`src/rtl/bep_pkg.sv`:
```
// +----------------------------------------------------------------------------
// | bep_pkg : shared state encoding and default sizing for the BEP frame path
// | Rev 1.0 : initial release
// +----------------------------------------------------------------------------
`default_nettype none

package bep_pkg;

    localparam int DEPTH_DEFAULT   = 16;
    localparam int TIMEOUT_DEFAULT = 255;
    localparam int CNT_W           = 8;

    typedef enum logic [1:0] {
        ST_IDLE    = 2'd0,
        ST_RECEIVE = 2'd1,
        ST_DONE    = 2'd2,
        ST_HALTED  = 2'd3
    } state_t;

endpackage

`default_nettype wire

```
`src/rtl/bep_frame_buffer.sv`:
```
// +----------------------------------------------------------------------------
// | bep_frame_buffer : DEPTH x 8 register file, one write port, registered read
// | Rev 1.0 : initial release
// +----------------------------------------------------------------------------
`default_nettype none

module bep_frame_buffer #(
    parameter int DEPTH = 16,
    parameter int AW    = $clog2(DEPTH)
) (
    input  logic          clk,
    input  logic          rst_n,
    input  logic          ena,
    input  logic          wr_en,
    input  logic [AW-1:0] wr_addr,
    input  logic [7:0]    wr_data,
    input  logic [AW-1:0] rd_addr,
    output logic [7:0]    rd_data
);

    logic [7:0] mem [DEPTH];

    // Read samples the pre-write contents, so a same-cycle write returns old data.
    always_ff @(posedge clk or negedge rst_n) begin
        if (!rst_n) begin
            for (int i = 0; i < DEPTH; i++) begin
                mem[i] <= 8'h00;
            end
            rd_data <= 8'h00;
        end else if (ena) begin
            if (wr_en) begin
                mem[wr_addr] <= wr_data;
            end
            rd_data <= mem[rd_addr];
        end
    end

endmodule

`default_nettype wire

```
`src/rtl/bep_frame_controller.sv`:
```
// +----------------------------------------------------------------------------
// | bep_frame_controller : frames decoded bytes into a buffer, ends on line idle
// | Rev 1.0 : initial release
// +----------------------------------------------------------------------------
`default_nettype none

module bep_frame_controller
    import bep_pkg::*;
#(
    parameter int DEPTH          = DEPTH_DEFAULT,
    parameter int TIMEOUT_CYCLES = TIMEOUT_DEFAULT
) (
    input  logic                         clk,
    input  logic                         rst_n,
    input  logic                         ena,
    input  logic                         halt,
    input  logic                         frame_begin,
    input  logic                         byte_valid,
    input  logic [7:0]                   byte_data,
    input  logic                         line_edge,
    input  logic [$clog2(DEPTH)-1:0]     rd_addr,
    output logic [7:0]                   rd_data,
    output logic [$clog2(DEPTH+1)-1:0]   frame_len,
    output logic                         frame_done,
    output logic                         overflow,
    output logic                         busy,
    output logic                         decoder_en
);

    localparam int AW = $clog2(DEPTH);
    localparam int LW = $clog2(DEPTH + 1);
    localparam logic [LW-1:0]    LEN_FULL = LW'(DEPTH);
    localparam logic [CNT_W-1:0] TO_VAL   = CNT_W'(TIMEOUT_CYCLES);

    state_t           state;
    state_t           state_nx;
    logic             restart;
    logic             wr_en;
    logic             drop;
    logic [LW-1:0]    len;
    logic             ovf;
    logic [CNT_W-1:0] cnt;

    always_ff @(posedge clk or negedge rst_n) begin
        if (!rst_n) begin
            state <= ST_IDLE;
        end else if (ena) begin
            state <= state_nx;
        end
    end

    // halt outranks everything; a restarting frame_begin swallows a coincident byte.
    always_comb begin
        state_nx = state;
        restart  = 1'b0;
        wr_en    = 1'b0;
        drop     = 1'b0;
        if (halt) begin
            state_nx = ST_HALTED;
        end else begin
            case (state)
                ST_IDLE, ST_DONE: begin
                    if (frame_begin) begin
                        restart  = 1'b1;
                        state_nx = ST_RECEIVE;
                    end
                end
                ST_RECEIVE: begin
                    if (frame_begin) begin
                        restart = 1'b1;
                    end else begin
                        if (byte_valid) begin
                            wr_en = (len < LEN_FULL);
                            drop  = (len >= LEN_FULL);
                        end
                        if (cnt == TO_VAL) begin
                            state_nx = ST_DONE;
                        end
                    end
                end
                ST_HALTED: begin
                    state_nx = ST_IDLE;
                end
                default: begin
                    state_nx = ST_IDLE;
                end
            endcase
        end
    end

    always_ff @(posedge clk or negedge rst_n) begin
        if (!rst_n) begin
            len <= '0;
            ovf <= 1'b0;
            cnt <= '0;
        end else if (ena) begin
            if (restart) begin
                len <= '0;
                ovf <= 1'b0;
                cnt <= '0;
            end else begin
                if (wr_en) begin
                    len <= len + LW'(1);
                end
                if (drop) begin
                    ovf <= 1'b1;
                end
                if (state == ST_RECEIVE && !halt) begin
                    if (line_edge || byte_valid) begin
                        cnt <= '0;
                    end else if (cnt != '1) begin
                        cnt <= cnt + CNT_W'(1);
                    end
                end
            end
        end
    end

    bep_frame_buffer #(
        .DEPTH (DEPTH),
        .AW    (AW)
    ) u_buffer (
        .clk     (clk),
        .rst_n   (rst_n),
        .ena     (ena),
        .wr_en   (wr_en),
        .wr_addr (len[AW-1:0]),
        .wr_data (byte_data),
        .rd_addr (rd_addr),
        .rd_data (rd_data)
    );

    assign frame_len  = len;
    assign overflow   = ovf;
    assign busy       = (state == ST_RECEIVE);
    assign frame_done = (state == ST_DONE);
    assign decoder_en = (state != ST_HALTED);

endmodule

`default_nettype wire
```
`config.mk`:
```
export PLATFORM = sky130hd
export DESIGN_NAME = bep_frame_controller
export DESIGN_NICKNAME = d
export VERILOG_FILES = /design/src/rtl/bep_pkg.sv /design/src/rtl/bep_frame_buffer.sv /design/src/rtl/bep_frame_controller.sv
export SDC_FILE = /design/constraint.sdc
export NUM_CORES = 1
export LEC_CHECK = 0
export ABC_AREA = 1
export CAP_MARGIN = 10
export CORE_MARGIN = 1
export CORE_UTILIZATION = 45
export DETAILED_ROUTE_END_ITERATION = 10
export MAX_ROUTING_LAYER = met4
export PLACE_DENSITY = 0.63
export SYNTH_ARGS = -nofsm -noshare
export SYNTH_HDL_FRONTEND = slang
export SYNTH_HIERARCHICAL = 1
export SYNTH_SLANG_ARGS = --single-unit
```
`constraint.sdc`:
```
create_clock -name clk -period 2.1 [get_ports clk]
set_input_delay 0.63 -clock clk [delete_from_list [all_inputs] [get_ports clk]]
set_output_delay 0.63 -clock clk [all_outputs]
set_load 0.01 [all_outputs]
```
==> results.toml, run 1 <==
[setup_path]
worstPathMaxFanout = 4
path_cells = "buf_4, nor2_4, dlygate4sd2_1"
crit_buf_inv = 2
crit_required_ns = 1.47
cp_slowest_cell = "dfrtp_1"
critPathMaxStageDelay_ns = 0.40
worstSetupPathType = "reg2out"
end_kind = "output pin"
crit_arrival_ns = 1.40
start_kind = "register"
crit_family = "buffers and inverters"

[clock_network]
clkTransAtPathRegs_ns = 0.06
numCtsBuffers = 17
clkSinkCount = 152
root_buffer = "clkbuf_16"
clock_latency_ns = 0.43
cts_tree = "yes"
htreeDepth = 4
clk_path_buf_depth = 2

[synthesis]
synthArstFlopShare_pct = 100
yosys_register_bits = 152
synth_edf_count = 0
yosysUniqueCellTypes = 27
synth_nets = 944
ys.flop_type = "dfrtp_1"
syn_inst = 923
syn_area_um2 = 7350
avgSynthCellArea_um2 = 7.97
ys_seq_area_share_pct = 51.7
yosysWarnings = 6

[drt]
wl_um = 18900
wl_per_cell_um = 15.7
drcViolationCount = 0
viasPerCell = 5.15
first_pass_iters = 5
via_count = 6221
first_iter_violations = 417
ant_nets = 0

[power]
powerDensity_nw_per_um2 = 847
peakVddDrop_mv = 0.666
leakagePower_nw = 4.13

[grt]
grt_pass1_vias = 5819
grt_pass1_wl_um = 31200
grt_overflow = 0
grt.total_usage_pct = 25.4
grt_max_degree = 65
antenna_found_initial = 1

[die]
initial_core_util_pct = 46.1
rows = 46
coreArea_um2 = 15900
io_pins = 36
die_y_um = 130
die_w_um = 130
dieArea_um2 = 16900

[sta]
hold_viol = 0
fin_tns_setup_ns = 0
worst_slack_ns = 0.0689
period_share_pct = 96.7
slew_headroom_pct = 73.2
maxSlewViolCount = 0
fmax_mhz = 492
rsz0062_at_grt = "true"
finalClockSkew_ns = 0.0136
setup_viol = 0
min_period_ns = 2.03
worst_slew_pin_slew_ns = 0.401

[place]
gp_congestion = 0.810
pre_cts_slack_ns = -0.316
dp_hpwl_um = 12200
dpl.cell_count = 1172
place_area_um2 = 8160
portBuffers = 35

[finish]
nNetsFinal = 1000
final_cell_mix = "383 x nand2_1, 152 x dfrtp_1, 103 x nand3_1"
post-route-cell-area_um2 = 8810
area_growth_pct = 19.8
fin_cells = 1209
final_common_cell = "nand2_1"
drive_above_1_share_pct = 13.2

[worst_hold_path]
hold_class = "in2async"

[outcome]
status = "completed"

[job]
cap_violations = 0
==> stage by stage <==
stage / power (mW) / utilization (%) / hold slack (ns)
2_1_floorplan: 3.84 / - / 0.334
3_3_place_gp: 4.30 / 51.2 / 0.465
3_5_place_dp: 4.31 / 51.2 / 0.469
4_1_cts: 7.54 / 55.2 / 0.106
5_1_grt: 7.80 / 55.3 / 0.124
6_report: 7.47 / 55.3 / 0.103
==> area by class of cell <==
class                      count  area, um2
antenna                        1       2.50
clock buffer                  18        429
clock inverter                14        185
fill                        1512       7130
inverter                      33        124
multi-input combinational    688       3110
sequential                   152       3800
tap                          216        270
timing repair buffer          87        883
==> cell families after synthesis <==
logic type	share of synthesized area, %
and+or+nand+nor	31.8
DFF	51.7
AOI/OAI and AO/OA	9.77
buffers and inverters	6.02
xor gates and xnor gates	0.357
adders and majority gates	0.340
==> where the power goes <==
| part | switching [mW] | leakage, nW | internal (mW) | total [mW] |
|---|---|---|---|---|
| Combinational | 0.623 | 1.74 | 0.411 | 1.03 |
| Sequential | 0.121 | 2.10 | 3.12 | 3.24 |
| Clock | 1.29 | 0.290 | 1.90 | 3.19 |
==> synth_stat cells (2+ instances only) <==
| cell | instances | area, um2 |
|---|---|---|
| xor2_1 | 3 | 26.3 |
| dfrtp_1 | 152 | 3800 |
| nor2_1 | 22 | 82.6 |
| nand2_2 | 17 | 106 |
| nor2_4 | 5 | 56.3 |
| o21ai_0 | 51 | 255 |
| nor3_4 | 2 | 32.5 |
| o21ai_2 | 8 | 70.1 |
| nand2_1 | 384 | 1440 |
| nand4_1 | 6 | 37.5 |
| inv_1 | 30 | 113 |
| nor2_2 | 5 | 31.3 |
| buf_6 | 14 | 158 |
| a21oi_1 | 2 | 10.0 |
| clkbuf_1 | 17 | 63.8 |
| nand2_4 | 2 | 22.5 |
| o21ai_1 | 72 | 360 |
| nand3_1 | 103 | 515 |
| inv_2 | 3 | 11.3 |
| ha_1 | 2 | 25.0 |
| buf_2 | 17 | 85.1 |
==> routing by layer <==
layer / GRT usage [%] / wire length, um
met3: 4.18 / 893
met1: 34.6 / 9140
met2: 39.2 / 8710
met4: 7.32 / 208
met5: - / 0
==> final timing paths <==
check	startpoint	end	slack (ns)	cells after the start
worst max-delay path	state[1]	busy	0.07	3
worst min-delay path	rst_n	state[0]	0.10	1
worst max register to register	state[1]	u_buffer/mem[127]	0.15	10
worst min register to register	u_buffer/rd_data[3]	u_buffer/rd_data[3]	0.48	2
max in group asynchronous	rst_n	u_buffer/mem[111]	1.43	2
min in group clk	u_buffer/rd_data[3]	u_buffer/rd_data[3]	0.48	2
==> timing repair <==
item / in CTS / in global routing
gates resized for setup: 3 / 2
buffers inserted: 3 / 1
pin swaps: 0 / 2
setup endpoints to repair: 3 / 6
hold buffers: 0 / 0
==> sequential cells by signal (all words and copies together) (netlist names) <==
| name | flops |
|---|---|
| cnt | 8 |
| frame_len | 5 |
| overflow | 1 |
| state | 2 |
| u_buffer/mem | 128 |
| u_buffer/rd_data | 8 |
(Power assumes the default switching activity.)
==> inputs of run 2 (changes only) <==
==> constraint.sdc (replaced) <==
create_clock -name clk -period 2.1 [get_ports clk]
set_input_delay 0.63 -clock clk [delete_from_list [all_inputs] [get_ports clk]]
set_output_delay 0.63 -clock clk [all_outputs]
set_load 0.02 [all_outputs]
==> run 2 against run 1 <==
- wire length grew 0.29%
- non-clock buffer count is the same
- register-to-register slack improved by 0.06 ns
- clock skew down 0.0064 ns
- sequential share of layout area rose by 0.12 points
- total power fell by 1.3%
- flip-flop and latch count is the same
- core utilization down 0.16 points
- hold slack gained 0.0023 ns
- via count down 0.48%
- largest power group unchanged
- highest routed layer unchanged
==> results.toml, run 2 (synthesized netlist as in run 1, its figures left out) <==
[sta]
fmax_mhz = 491
rsz0062_at_grt = "false"
worst_slew_pin_slew_ns = 0.598
finalClockSkew_ns = 0.00722
slew_headroom_pct = 60.1
setup_viol = 0
hold_viol = 0
period_share_pct = 96.9
maxSlewViolCount = 0
hold_slack_ns = 0.105
min_period_ns = 2.04

[finish]
final_cell_mix = "384 x nand2_1, 152 x dfrtp_1, 103 x nand3_1"
top_regs = "u_buffer/mem: 128 flops, cnt: 8 flops, u_buffer/rd_data: 8 flops"
drive_above_1_share_pct = 12.8
largest_reg_flops = 128
final_common_cell = "nand2_1"
area_growth_pct = 19.5
top_register = "u_buffer/mem"
num_antenna_cells = 0
nNetsFinal = 1000

[setup_path]
worstPathMaxFanout = 2
crit_arrival_ns = 1.41
r2r-end = "u_buffer/mem[58]"
cp_slowest_cell = "clkdlybuf4s50_1"
worstSetupPathType = "reg2out"
crit_family = "buffers and inverters"
crit_buf_inv = 1
critPathMaxStageDelay_ns = 0.62
end_kind = "output pin"
r2r_setup_slack_ns = 0.21
crit_required_ns = 1.47
start_kind = "register"
path_cells = "clkdlybuf4s50_1"
r2r_cells = 10
reg2reg_from = "state[0]"

[die]
die_w_um = 130
initial_core_util_pct = 46.1
coreArea_um2 = 15900
io_pins = 36
rows = 46
dieArea_um2 = 16900
die_y_um = 130

[power]
clockPowerShare_pct = 41.7
p_switching_mw = 1.98
p_int_mw = 5.38
peakVddDrop_mv = 0.618
p_seq_share_pct = 44.2
swShare_pct = 26.9
leakagePower_nw = 4.15
pwr-share-comb_pct = 14.1
powerDensity_nw_per_um2 = 839
total_power_mw = 7.37

[place]
gp_congestion = 0.840
portBuffers = 35
dp_hpwl_um = 12400

[drt]
first_pass_iters = 5
wl_per_cell_um = 15.7
via_count = 6191
drcViolationCount = 0
ant_nets = 0
wl_um = 19000
viasPerCell = 5.13
first_iter_violations = 431

[clock_network]
root_buffer = "clkbuf_16"
clock_latency_ns = 0.42
clk_path_buf_depth = 2
cts_tree = "yes"
clkSinkCount = 152
numCtsBuffers = 17
htreeDepth = 4
hold_buffers = 0
clkTransAtPathRegs_ns = 0.06

[grt]
grt_max_degree = 43
grt_pass1_vias = 5980
grt_overflow = 0
grt_pass1_wl_um = 31100
grt.total_usage_pct = 25.4
antenna_found_initial = 0

[job]
cap_violations = 0

[worst_hold_path]
hold_class = "in2async"

[outcome]
status = "completed"
==> run 2: final cells by class <==
| cell class | count | area [um2] |
|---|---|---|
| flip-flops and latches | 152 | 3800 |
| repair buffers | 87 | 892 |
| well taps | 216 | 270 |
| clock inverters | 11 | 148 |
| inverters | 33 | 124 |
| clock buffers | 21 | 440 |
| multi-input cells | 688 | 3110 |
| fillers | 1494 | 7160 |
==> run 2: how the worst max path moves through the flow <==
stage                      start           endpoint  cells past startpoint
floorplan            frame_begin   u_buffer/mem[21]                      9
global placement     frame_begin  u_buffer/mem[122]                     10
detailed placement   frame_begin   u_buffer/mem[26]                     10
CTS                 frame_len[4]       frame_len[4]                      1
global route         frame_begin   u_buffer/mem[26]                     10
finish              frame_len[0]       frame_len[0]                      1
==> run 2: power groups by stage <==
stage / sequential (mW) / clock (mW) / combinational (mW)
4_1_cts: 3.26 / 3.13 / 1.05
3_3_place_gp: 3.30 / 0 / 1.04
5_1_grt: 3.28 / 3.27 / 1.16
2_1_floorplan: 3.33 / 0 / 0.555
3_5_place_dp: 3.30 / 0 / 1.06
6_report: 3.26 / 3.07 / 1.04
==> run 2: repair_timing <==
item	CTS	global route
gates resized for setup	3	6
pin swaps	0	2
endpoints found under the setup margin	3	7
buffers inserted	0	2
==> run 2: metal layers <==
layer / vias to the layer above / track usage (%) / part of all wire (%)
met1: 2906 / 33.7 / 48
met4: 0 / 8.62 / 2.5
li1: 3104 / - / -
met2: 147 / 38.9 / 45
met3: 34 / 5.08 / 4.4
met5: - / - / 0
==> run 2: metrics by stage <==
step / area [um2] / utilization (%) / TNS (ns) / cells / setup WS, ns
2_1_floorplan: 7350 / - / 0 / 923 / 0.285
6_report: 8780 / 55.1 / 0 / 1208 / 0.0643
5_1_grt: 8780 / 55.1 / 0 / 1208 / 0.00279
3_3_place_gp: 8180 / 51.3 / -31.21 / 1174 / -0.302
3_5_place_dp: 8180 / 51.3 / -30.41 / 1174 / -0.288
4_1_cts: 8760 / 55.0 / 0 / 1206 / 0.0129
